### src/rtl/hazard_exc_ctrl.sv
// Pipeline sequencing controller: D-stall / E-bubble generation, mult/div busy
// countdown, and exception/interrupt/eret flush with the EXL state bit.
module hazard_exc_ctrl #(
  parameter int MULT_LAT = 5,
  parameter int DIV_LAT  = 10,
  parameter int CNT_W    = 4
) (
  input  logic             clk,
  input  logic             reset,
  input  logic             data_hazard,
  input  logic             d_uses_md,
  input  logic             e_md_start,
  input  logic             e_md_div,
  input  logic             exc_req,
  input  logic             int_req,
  input  logic             int_en,
  input  logic             eret_m,
  output logic             stall_d,
  output logic             clr_e,
  output logic             flush,
  output logic [1:0]       pc_sel,
  output logic             exl,
  output logic             md_busy,
  output logic [CNT_W-1:0] md_cnt
);

  logic             r_exl;
  logic [CNT_W-1:0] r_md_cnt;

  logic w_take;
  logic w_ret;
  logic w_flush;
  logic w_start;
  logic w_cnt_zero;
  logic w_md_busy;
  logic w_stall;

  always_comb begin
    w_take     = (exc_req | (int_req & int_en)) & ~r_exl;
    w_ret      = eret_m & ~w_take;
    w_flush    = w_take | w_ret;
    // A start in a flush cycle belongs to a squashed (younger) E instruction.
    w_start    = e_md_start & ~w_flush;
    w_cnt_zero = (r_md_cnt == '0);
    w_md_busy  = ~w_cnt_zero | w_start;
    // Pipe registers give stall priority over clear, so flush must mask stall.
    w_stall    = (data_hazard | (d_uses_md & w_md_busy)) & ~w_flush;
  end

  always_ff @(posedge clk) begin
    if (reset) begin
      r_exl    <= 1'b0;
      r_md_cnt <= '0;
    end else begin
      if (w_take)
        r_exl <= 1'b1;
      else if (w_ret)
        r_exl <= 1'b0;

      if (w_start && w_cnt_zero)
        r_md_cnt <= e_md_div ? CNT_W'(DIV_LAT) : CNT_W'(MULT_LAT);
      else if (!w_cnt_zero)
        r_md_cnt <= r_md_cnt - CNT_W'(1);
    end
  end

  always_comb begin
    stall_d = w_stall;
    clr_e   = w_stall;
    flush   = w_flush;
    pc_sel  = w_take ? 2'b01 : (w_ret ? 2'b10 : 2'b00);
    exl     = r_exl;
    md_busy = w_md_busy;
    md_cnt  = r_md_cnt;
  end

endmodule

### config.mk
export PLATFORM = sky130hd
export DESIGN_NAME = hazard_exc_ctrl
export DESIGN_NICKNAME = d
export VERILOG_FILES = /design/src/rtl/hazard_exc_ctrl.sv
export SDC_FILE = /design/constraint.sdc
export NUM_CORES = 1
export LEC_CHECK = 0
export CORE_AREA = 2 2 39 41
export CTS_CLUSTER_DIAMETER = 40
export DETAILED_ROUTE_END_ITERATION = 7
export DIE_AREA = 0 0 41 43
export GPL_TIMING_DRIVEN = 0
export MAX_ROUTING_LAYER = met4
export RECOVER_POWER = 50
export SYNTH_ARGS = -nofsm -noshare
export SYNTH_HDL_FRONTEND = slang
export SYNTH_SLANG_ARGS = --single-unit
### constraint.sdc
create_clock -name clk -period 3.6 [get_ports clk]
set_input_delay 0.36 -clock clk [delete_from_list [all_inputs] [get_ports clk]]
set_output_delay 0.36 -clock clk [all_outputs]
set_load 0.01 [all_outputs]
-- Yosys cells after proc, flatten, opt, wreduce, memory -nomap -nowiden
Cells that the tools add are included.
- bits in registers: 5
- bits in latches: 0
- RAM bits: 0
- ROM bits: 0
- input port bits: 10
- output and inout bits: 11
- word-level logic and storage cells: 28
- memories kept: 0
- add/subtract/negate cells: 1
- $mul: 0
- divide/modulo/power cells: 0
- order comparisons: 0
- equality and inequality tests: 1
- shift-type cells: 0
- multiplexer cells: 7
- bitwise operators: 14
- reduce and logical (&&, ||, !) cells: 3
- operators by type and width (kind ; number):
    2-to-1 mux 4 bit ; 3
    AND 1 bit ; 6
    logical NOT 4 bit ; 1
    2-to-1 mux 2 bit ; 2
    inverter 1 bit ; 4
    bitwise OR 1 bit ; 4
    subtractor 4 x 1 -> 4 bit (second input constant) ; 1
    2-to-1 mux 1 bit ; 2
    != test 2 x 1 -> 1 bit (second input constant) ; 1
    nonzero test 2 bit ; 1
    logical AND 1 bit ; 1

-- Longest topological paths before layout
Gate-level depths: netlist of the first run.
- depth in word-level cells: 12
- mapped depth: 6
- depth with buffers taken out: 5

-- Worst setup path before layout of the first run
OpenSTA, ideal clock, no wires.
- path type: register to output
- start point: reg r_md_cnt[0], in the netlist md_cnt[0]
- end point: out stall_d
- data arrival time: 1.345 ns
- slack: 1.895 ns
- stages on the path, launching flop included: 7
- path buffers: 1
- cells stage by stage: dfxtp_1 -> inv_1 -> ha_1 -> nand2_1 -> o21ai_0 -> a21oi_1 -> buf_4
- word-level cells in the longest chain between the ends: 6
- ends and longest elaborated chain (item ; line ; source):
    start, declared ; 28 ; logic [CNT_W-1:0] r_md_cnt;
    start signal, assigned ; 61 ; r_md_cnt <= e_md_div ? CNT_W'(DIV_LAT) : CNT_W'(MULT_LAT);
    start signal, assigned ; 63 ; r_md_cnt <= r_md_cnt - CNT_W'(1);
    logical NOT 4 bit ; 44 ; w_cnt_zero = (r_md_cnt == '0);
    inverter 1 bit ; 45 ; w_md_busy = ~w_cnt_zero | w_start;
    bitwise OR 1 bit ; 45 ;
    AND 1 bit ; 47 ; w_stall = (data_hazard | (d_uses_md & w_md_busy)) & ~w_flush;
    bitwise OR 1 bit ; 47 ;
    AND 1 bit ; 47 ;
    end, declared ; 18 ; output logic stall_d,
No other way between the ends.

-- Worst setup path in the final report of the first run
- start point: in int_req
- end point: out stall_d
- word-level cells in the longest chain between the ends: 12
- ends and longest elaborated chain (item ; line ; source):
    start, declared ; 15 ; input logic int_req,
    AND 1 bit (*) ; 39 ; w_take = (exc_req | (int_req & int_en)) & ~r_exl;
    bitwise OR 1 bit (*) ; 39 ;
    AND 1 bit (*) ; 39 ;
    inverter 1 bit ; 40 ; w_ret = eret_m & ~w_take;
    AND 1 bit ; 40 ;
    bitwise OR 1 bit (*) ; 41 ; w_flush = w_take | w_ret;
    inverter 1 bit (*) ; 43, 47 ;
    AND 1 bit ; 43 ; w_start = e_md_start & ~w_flush;
    bitwise OR 1 bit ; 45 ;
    AND 1 bit ; 47 ;
    bitwise OR 1 bit ; 47 ;
    AND 1 bit (*) ; 47 ;
Mark *: on every way between the ends. The rest lies on a longest branch, timed or not.

==> metrics.md, run 1 <==
| Metric | Value |
|---|---|
| Max-slew headroom | 0.7862 |
| Yosys reg bits | 5 |
| Row cnt | 14 |
| Largest net degree at the start of global routing | 6 |
| Switching Share | 0.3737 |
| I/O Buffers | 20 |
| RSZ-0062 raised after global routing | false |
| DP Worst Slack | 1.295 ns |
| Core box area | 0.001384 mm2 |
| Starting DRT DRC Count | 1 |
| Vias in the first global route | 335 |
| Die area | 0.001763 mm2 |
| Longest Clk Path Bufs | 2 |
| Reg clk slew, reported paths | 0.04 ns |
| Asr flop ratio synth | 0 |
| Largest delay share family, worst path | buffers and inverters |
| Drt first pass iters | 2 |
| Main combinational cell family by area after synthesis | compound AO/OA/AOI/OAI gates |
| Mapped Area | 325.3 um2 |
| CP startpoint kind | primary input |
| CP required | 3.24 ns |
| Die H | 43 um |
| Diode count | 0 |
| Combinational share of power | 0.576 |
| Detailed Route WL | 769 um |
| Simple-gate share of the synthesized area | 0.1385 |
| CTS tree | done |
| Setup Fix Bufs, Post-CTS | 0 |
| Syn Area/Cell | 7.934 um2 |
| CTS sink cnt | 5 |
| Net switching power | 0.1396 mW |
| LEAKAGE | 0.2398 nW |
| Nets@finish | 78 |
| Routed Antenna Nets | 0 |
| Initial antenna violation count | 0 |
| Post-CTS resize count | 0 |
| CP most frequent cell | a21oi_1 |
| Period utilization | 0.6771 |
| Slack of the critical path | 1.163 ns |
| Slowest stage delay, CP | 0.53 ns |
| Die width | 41 um |
| WL/cell | 9.494 um |
| CP Buf/Inv Count | 3 |
| First-pass GRT wire length | 1.324 mm |
| Crit path max fanout | 3 |
| Worst-path cell chain | dlygate4sd3_1 -> a21oi_1 -> o21ai_0 -> a21oi_1 -> buf_4 -> clkdlybuf4s50_1 |
| Gr ovfl total | 0 |
| Post-synthesis mux area share | 0 |
| CTS buffer count | 3 |
| Tmin final | 2.437 ns |
| H-tree levels | 1 |
| Clock skew | 0.0001424 ns |
| Vias | 359 |
| Synth Area in Adders | 0.07692 |
| CP Data Arrival Time | 2.08 ns |
| Clock share of power | 0.169 |
| Min-delay worst type | reg -> reg |
| VDD IR max | 0.2312 mV |
| Layout cell share with drive strength beyond 1 | 0.07692 |
| Max Freq | 410.3 MHz |
| Hold_buf cts | 0 |
| # IOs | 21 |
| Reg power frac | 0.255 |
| Critical path class | in -> out |
| Status | finished, final reports clean |
| Seq/Total Area, Yosys | 0.3077 |
| Clk root buf | clkbuf_4 |
| Total power draw | 0.3735 mW |
| Synth cell types | 18 |
| Initial Util | 0.2351 |
| Slew @ Worst Pin | 0.3193 ns |
| Vias/cell | 4.432 |
| Final count of hold timing violations | 0 |
| GRT Total Usage | 0.1152 |
| Setup crit end kind | output port |
| Main synth FF type | dfxtp_1 |
| Final Setup Violations | 0 |
| Routability congestion estimate | 0.6159 |
| Number of flops mapped to enable cells by yosys | 0 |
| Syn-to-layout area delta | 71.15% |
| Pwr Density | 670.9 mW/mm2 |
| Fill count | 155 |
| Post-DP HPWL | 612.9 um |
| Synth Instances | 41 |
| Slowest cell on crit path | dlygate4sd3_1 |
| Internal Pwr Total | 0.2339 mW |
| Post-synthesis compound-gate area fraction | 0.3346 |
| Clk_lat worst skew | 0.23 ns |
| # DRC | 0 |
| Syn_nets | 53 |
| Setup TNS Final | 0 ns |
| Xor-xnor portion of the synthesized cell area | 0.02692 |
| Number of max-cap violations | 0 |
| Pins over their slew limit | 0 |
| Yosys warns | 0 |
==> power groups by stage <==
stage	Sequential [mW]	Combinational, mW	Clock [mW]
finish	0.0954	0.215	0.0630
detailed placement	0.0978	0.229	0
floorplan	0.104	0.129	0
CTS	0.0966	0.234	0.0663
global route	0.0983	0.246	0.0711
global placement	0.0966	0.231	0
==> cell usage in the layout, fill, tap and decap left out <==
| cell | Yosys | routed |
|---|---|---|
| inv_1 | 6 | 6 |
| nor3_1 | 1 | 1 |
| o21ai_0 | 2 | 2 |
| ha_1 | 2 | 2 |
| buf_4 | 2 | 2 |
| and2_1 | 1 | 1 |
| o211ai_1 | 0 | 1 |
| clkbuf_4 | 0 | 3 |
| o31ai_1 | 1 | 1 |
| o31a_1 | 1 | 1 |
| dlygate4sd3_1 | 0 | 4 |
| xnor2_1 | 1 | 1 |
| a21oi_1 | 4 | 5 |
| clkbuf_1 | 0 | 1 |
| clkdlybuf4s50_1 | 0 | 16 |
| o21a_1 | 2 | 2 |
| nand2_1 | 4 | 4 |
| o221a_1 | 1 | 1 |
| a221oi_1 | 0 | 1 |
| nor2_1 | 5 | 5 |
| dfxtp_1 | 5 | 5 |
==> worst paths after layout <==
check	startpoint	to	slack, ns	depth (start not counted)
hold / removal	md_cnt[1]$_SDFFE_PP0P_	md_cnt[1]$_SDFFE_PP0P_	0.54	2
setup reg to reg	md_cnt[1]$_SDFFE_PP0P_	md_cnt[0]$_SDFFE_PP0P_	2.24	5
setup / recovery	int_req	stall_d	1.16	6
hold reg to reg	md_cnt[1]$_SDFFE_PP0P_	md_cnt[1]$_SDFFE_PP0P_	0.54	2
==> sequential cells by signal, summed over array words and instances (netlist names) <==
signal	count
exl	1
md_cnt	4
==> kinds of logic (layout without fill, tap and decap cells) <==
group | count (synthesis) | in the layout
AOI/OAI and AO/OA | 14 | 14
xor gates and xnor gates | 1 | 1
adders and majority gates | 2 | 2
buffers and inverters | 8 | 32
DFF | 5 | 5
and+or+nand+nor | 11 | 11
==> worst register-to-register path, stage by stage, from the launching register on <==
cell and delay, ns:
dfxtp_1 0.38, inv_1 0.09, ha_1 0.21, and2_1 0.17
o21a_1 0.15, o221a_1 0.25
==> per-stage QoR <==
stage / hold WS [ns] / cells / cell area, um2 / util
final: 0.5433 / 81 / 556.8 / 0.4024
after global placement: 0.5096 / 77 / 545.5 / 0.3942
after floorplan: 0.4262 / 41 / 325.3 / -
after detailed placement: 0.5286 / 77 / 545.5 / 0.3942
after global routing: 0.5640 / 81 / 556.8 / 0.4024
after CTS: 0.5436 / 81 / 571.8 / 0.4132
==> area by class of cell <==
type	instances	area [um2]	share of cell area
buffer	2	15.01	0.02697
tap	16	20.02	0.03596
inverter	6	22.52	0.04045
clock buffer	4	26.28	0.04719
sequential	5	100.1	0.1798
multi-input combinational	28	172.7	0.3101
timing repair buffer	20	200.2	0.3596
==> cell usage after synthesis, drive strengths merged (2+ instances only) <==
cell | number | share of area
inv | 6 | 0.069
a21oi | 5 | 0.088
dfxtp | 5 | 0.31
nor2 | 5 | 0.058
nand2 | 4 | 0.046
buf | 2 | 0.046
ha | 2 | 0.077
o21a | 2 | 0.046
o21ai | 2 | 0.031
==> layer usage <==
layer,track usage,part of all wire
met1,0.1447,0.44
met2,0.1531,0.45
met3,0.04712,0.10
met4,0.06000,0
met5,-,0
No activity file was read; power rests on OpenSTA's default activity.
==> run 2: changes to the inputs <==
clock period = 2 ns   (was 3.6 ns; I/O delays follow)
==> run 2 against run 1 <==
Register-to-register slack got worse by 1.6 ns. Setup slack got worse by 1.0 ns. Flip-flop and latch count did not move. Highest routed layer unchanged. Largest cell class unchanged. Utilization rose by 0.27 points. Die area did not move. Via count rose by 0.28%. Clock skew did not move. Clock power rose by 79%. Non-clock buffer count did not move.
==> metrics.md, run 2 (synthesis results as in run 1) <==
| Metric | Value |
|---|---|
| Die area | 0.001763 mm2 |
| Nets@finish | 78 |
| Routability congestion estimate | 0.6159 |
| Most common cell after layout, fill and taps aside | clkdlybuf4s50_1 |
| WL/cell | 9.519 um |
| Longest Clk Path Bufs | 2 |
| Max FFs per register | 4 |
| Setup TNS Final | 0 ns |
| Hold_buf cts | 0 |
| Setup crit end kind | output port |
| H-tree levels | 1 |
| Clk root buf | clkbuf_4 |
| Most frequent cells in the layout | 15 x clkdlybuf4s50_1, 6 x inv_1, 5 x nor2_1, 5 x a21oi_1, 4 x dfxtp_1 |
| GRT Total Usage | 0.1142 |
| Core box area | 0.001384 mm2 |
| Status | finished, final reports clean |
| Crit path from | md_cnt[0]$_SDFFE_PP0P_ |
| Reg2Reg Depth | 5 |
| Vias in the first global route | 337 |
| Reg clk slew, reported paths | 0.04 ns |
| Worst-path cell chain | inv_1 -> ha_2 -> and2_1 -> nand2_1 -> clkdlybuf4s50_1 |
| Post-DP HPWL | 612.9 um |
| Die H | 43 um |
| Met3 GRT Util | 0.04712 |
| Final count of hold timing violations | 0 |
| Vias/cell | 4.444 |
| Final Setup Violations | 0 |
| LEAKAGE | 0.2458 nW |
| Routed Antenna Nets | 0 |
| R2R Path Start | md_cnt[0]$_SDFFE_PP0P_ |
| Initial antenna violation count | 0 |
| GRT met2 Usage | 0.1531 |
| Starting DRT DRC Count | 1 |
| Gr ovfl total | 0 |
| Vias | 360 |
| Worst R2R Setup Slack | 0.67 ns |
| I/O Buffers | 20 |
| CP Capture Point | md_busy |
| Layout cell share with drive strength beyond 1 | 0.1231 |
| VDD IR max | 0.4194 mV |
| Syn-to-layout area delta | 72.31% |
| Die width | 41 um |
| Crit path max fanout | 5 |
| Pins over their slew limit | 0 |
| Met1 Track Usage GR | 0.1415 |
| Max Freq | 543.3 MHz |
| Most utilized layer in the global route result | met2 |
| Largest net degree at the start of global routing | 6 |
| Row cnt | 14 |
| Drt first pass iters | 2 |
| Tmin final | 1.841 ns |
| FF-to-FF End | md_cnt[0]$_SDFFE_PP0P_ |
| RSZ-0062 raised after global routing | false |
| CP Data Arrival Time | 1.64 ns |
| Critical path class | reg -> out |
| CTS tree | done |
| CTS buffer count | 3 |
| Slowest cell on crit path | clkdlybuf4s50_1 |
| Max-slew headroom | 0.7862 |
| Diode count | 0 |
| Slew @ Worst Pin | 0.3193 ns |
| CTS sink cnt | 5 |
| Slowest stage delay, CP | 0.53 ns |
| Detailed Route WL | 771 um |
| # IOs | 21 |
| Total power draw | 0.6865 mW |
| # DRC | 0 |
| Min-delay worst type | reg -> reg |
| First-pass GRT wire length | 1.311 mm |
| Clk_lat worst skew | 0.23 ns |
| CP startpoint kind | register |
| CP required | 1.80 ns |
| Number of max-cap violations | 0 |
| Clock skew | 0.0001424 ns |
| Pwr Density | 1225 mW/mm2 |
| Initial Util | 0.2351 |
| Period utilization | 0.9203 |
-- run 2: power by group --
group / switching [mW] / total, mW / internal (mW)
Sequential: 0.0343 / 0.174 / 0.139
Combinational: 0.185 / 0.399 / 0.214
Clock: 0.0382 / 0.113 / 0.0752
Total: 0.258 / 0.686 / 0.429
-- run 2: cell type report --
| class | count | area (um2) |
|---|---|---|
| fill | 154 | 823.3 |
| timing repair buffer | 20 | 197.7 |
| multi-input combinational | 28 | 177.7 |
| sequential | 5 | 101.3 |
| clock buffer | 4 | 26.28 |
| inverter | 6 | 22.52 |
| tap | 16 | 20.02 |
| buffer | 2 | 15.01 |
-- run 2: critical path: cells and delay by family, from the launching register on --
| kind | cells | cell delay, ns |
|---|---|---|
| buffers and inverters | 2 | 0.63 |
| flip-flops | 1 | 0.34 |
| adder cells (fa/ha/maj) | 1 | 0.21 |
| AND/OR/NAND/NOR | 2 | 0.22 |
-- run 2: per-stage QoR --
| stage | instance area, um2 | util | setup WS, ns | hold WS, ns | cells |
|---|---|---|---|---|---|
| final | 560.5 | 0.4051 | 0.1594 | 0.5195 | 81 |
| after detailed placement | 545.5 | 0.3942 | 0.01533 | 0.5286 | 77 |
| after global routing | 560.5 | 0.4051 | 0.02486 | 0.5364 | 81 |
| after floorplan | 325.3 | - | 0.4551 | 0.2662 | 41 |
| after CTS | 575.6 | 0.4159 | 0.09153 | 0.5159 | 81 |
| after global placement | 545.5 | 0.3942 | 0.02329 | 0.5096 | 77 |
-- run 2: how the worst min path moves through the flow --
stage                                 startpoint                      to  slack [ns]  cells after the start
after global placement    md_cnt[1]$_SDFFE_PP0P_  md_cnt[1]$_SDFFE_PP0P_        0.51                      2
final                     md_cnt[1]$_SDFFE_PP0P_  md_cnt[1]$_SDFFE_PP0P_        0.52                      2
after floorplan                            reset  md_cnt[1]$_SDFFE_PP0P_        0.27                      1
after CTS                 md_cnt[1]$_SDFFE_PP0P_  md_cnt[1]$_SDFFE_PP0P_        0.52                      2
after detailed placement  md_cnt[1]$_SDFFE_PP0P_  md_cnt[1]$_SDFFE_PP0P_        0.53                      2
after global routing      md_cnt[1]$_SDFFE_PP0P_  md_cnt[1]$_SDFFE_PP0P_        0.54                      2
-- run 2: per-layer routing --
metal	routed length (um)	vias up
met4	0	0
li1	-	186
met3	78	0
met5	0	-
met2	350	19
met1	342	155
-- run 2: what timing repair did --
action | in CTS | in global routing
pin swaps | 1 | 0
setup endpoints to repair | 2 | 1
setup buffers | 0 | 0
gates cloned | 0 | 0
gates resized for setup | 5 | 1
==> run 3: changes to the inputs <==
clock period = 1.5 ns   (was 2 ns; I/O delays follow)
==> run 3 against run 2 <==
Hold slack improved by 0.047 ns. Critical path depth increased by 2. First-iteration DRC count increased by 100%. Setup slack got worse by 0.12 ns. Cell area increased by 18%. Die area unchanged. Routed wire length increased by 16%. Count of clock-buffer cells in the layout unchanged. Largest cell class unchanged. Largest power group unchanged.
==> metrics.md, run 3 (synthesis results as in run 1) <==
| Metric | Value |
|---|---|
| Status | finished, final reports clean |
| Diode count | 0 |
| Hold Crit Endpoint | exl$_SDFFE_PP0P_ |
| CTS sink cnt | 5 |
| Longest Clk Path Bufs | 2 |
| Starting DRT DRC Count | 2 |
| Max FFs per register | 4 |
| H-tree levels | 1 |
| WP depth | 7 |
| First-pass GRT wire length | 1.511 mm |
| Net switching power | 0.4525 mW |
| Final Setup Violations | 0 |
| Row cnt | 14 |
| Most common cell after layout, fill and taps aside | clkdlybuf4s50_1 |
| CP Buf/Inv Count | 3 |
| Routability congestion estimate | 0.6159 |
| HP Start | reset |
| CP startpoint kind | register |
| Vias in the first global route | 381 |
| Reg power frac | 0.200 |
| GRT Total Usage | 0.1327 |
| Die area | 0.001763 mm2 |
| RSZ-0062 raised after global routing | true |
| Crit path max fanout | 4 |
| Initial Util | 0.2351 |
| Layout cell share with drive strength beyond 1 | 0.4085 |
| Design area | 659.4 um2 |
| Routed Antenna Nets | 0 |
| Switching Share | 0.3713 |
| Met3 GRT Util | 0.04712 |
| Clk root buf | clkbuf_4 |
| Post-Place Cell Area | 545.5 um2 |
| Drt first pass iters | 3 |
| Clock skew | 0.0004562 ns |
| CTS tree | done |
| Combinational share of power | 0.675 |
| CP Data Arrival Time | 1.31 ns |
| Nets@finish | 84 |
| Most frequent cells in the layout | 14 x clkdlybuf4s50_1, 7 x buf_4, 4 x inv_1 |
| LEAKAGE | 0.2873 nW |
| Slowest cell on crit path | dfxtp_2 |
| Pwr Density | 1848 mW/mm2 |
| Max-slew headroom | 0.8450 |
| GRT met2 Usage | 0.2031 |
| Hold_buf cts | 0 |
| Reg2Reg Depth | 7 |
| Internal Pwr Total | 0.7662 mW |
| Largest delay share family, worst path | flip-flops |
| Period utilization | 0.9721 |
| Met1 Track Usage GR | 0.1479 |
| Clock share of power | 0.125 |
| Detailed Route WL | 896 um |
| Slew @ Worst Pin | 0.2318 ns |
| Die H | 43 um |
| # IOs | 21 |
| Final count of hold timing violations | 0 |
| Die width | 41 um |
| Worst-path cell chain | inv_2 -> ha_4 -> nand2_4 -> o21ai_2 -> a21oi_2 -> buf_4 -> buf_6 |
| Syn-to-layout area delta | 102.7% |
| CP required | 1.35 ns |
| # DRC | 0 |
| Min-Delay Path Depth | 2 |
| Setup crit end kind | output port |
| Core box area | 0.001384 mm2 |
| Largest net degree at the start of global routing | 6 |
| Max Freq | 685.8 MHz |
| Critical path class | reg -> out |
| Reg clk slew, reported paths | 0.04 ns |
| Post-DP HPWL | 612.9 um |
| Pins over their slew limit | 0 |
| Most utilized layer in the global route result | met2 |
| WL/cell | 10.30 um |
| Min-delay worst type | in -> reg |
| VDD IR max | 0.6430 mV |
| Vias | 391 |
| R2R Path Start | md_cnt[0]$_SDFFE_PP0P_ |
| FF-to-FF End | md_cnt[0]$_SDFFE_PP0P_ |
| Total power draw | 1.219 mW |
| Clk_lat worst skew | 0.24 ns |
| CTS buffer count | 3 |
| I/O Buffers | 20 |
| Slowest stage delay, CP | 0.32 ns |
| Number of max-cap violations | 0 |
| Worst R2R Setup Slack | 0.05 ns |
| Initial antenna violation count | 0 |
| Gr ovfl total | 0 |
| Vias/cell | 4.494 |
| Tmin final | 1.458 ns |
==> run 3: cell count changes in the layout (fill, tap and decap cells not counted), moves of 2 or more <==
cell           previous run  this run
a21oi_1                   5         3
inv_2                     0         2
nor2_1                    5         3
dlygate4sd3_1             3         0
a21oi_2                   0         2
buf_6                     0         3
buf_4                     2         7
inv_1                     6         4
==> run 3: per-stage QoR <==
step / hold slack [ns] / worst slack (ns) / utilization / std cells / setup TNS, ns
after floorplan: 0.2162 / 0.005063 / - / 41 / 0
after detailed placement: 0.5286 / -0.4230 / 0.3942 / 77 / -1.441
after global placement: 0.5096 / -0.3961 / 0.3942 / 77 / -1.365
after global routing: 0.5974 / -0.03718 / 0.4765 / 87 / -0.05417
after CTS: 0.5666 / -0.1276 / 0.4521 / 85 / -0.1439
final: 0.5667 / 0.04186 / 0.4765 / 87 / 0
==> run 3: worst max-delay path by stage <==
stage                                       from       to  slack (ns)
after floorplan           md_cnt[0]$_SDFFE_PP0P_  stall_d       0.005
after global placement    md_cnt[1]$_SDFFE_PP0P_  stall_d       -0.40
after detailed placement  md_cnt[1]$_SDFFE_PP0P_  stall_d       -0.42
after CTS                 md_cnt[3]$_SDFFE_PP0P_  stall_d       -0.13
after global routing      md_cnt[0]$_SDFFE_PP0P_  stall_d       -0.04
final                     md_cnt[0]$_SDFFE_PP0P_  stall_d        0.04
==> run 3: worst register-to-register path: cells and delay by family, from the launching register on <==
kind            cells  cell delay, ns
flops               1            0.33
fa+ha+maj           1            0.17
buf+inv             3            0.29
simple gates        1            0.14
compound gates      2            0.41
==> run 3: what timing repair did <==
item / CTS / global route
gates cloned: 0 / 0
setup buffers: 4 / 2
resized for setup: 23 / 11
setup endpoints to repair: 6 / 2
pin swaps: 5 / 3
==> run 3: power by group through the flow <==
| stage | combinational [mW] | sequential (mW) | clock [mW] |
|---|---|---|---|
| after floorplan | 0.309 | 0.249 | 0 |
| after global placement | 0.553 | 0.232 | 0 |
| after detailed placement | 0.549 | 0.235 | 0 |
| after CTS | 0.701 | 0.238 | 0.159 |
| after global routing | 0.907 | 0.250 | 0.171 |
| final | 0.822 | 0.244 | 0.153 |
==> run 3: layout make-up <==
cell class              count  area [um2]
inverters                   6       22.52
clock buffers               4       26.28
plain buffers               2       15.01
repair buffers             26       242.7
well taps                  16       20.02
multi-input cells          28       230.2
flip-flops and latches      5       102.6
fillers                   144       724.4
==> run 3: layer usage <==
metal	share of wire	up-vias
met2	0.50	19
met1	0.42	173
met4	0	0
met3	0.085	0
met5	0	-
li1	-	199
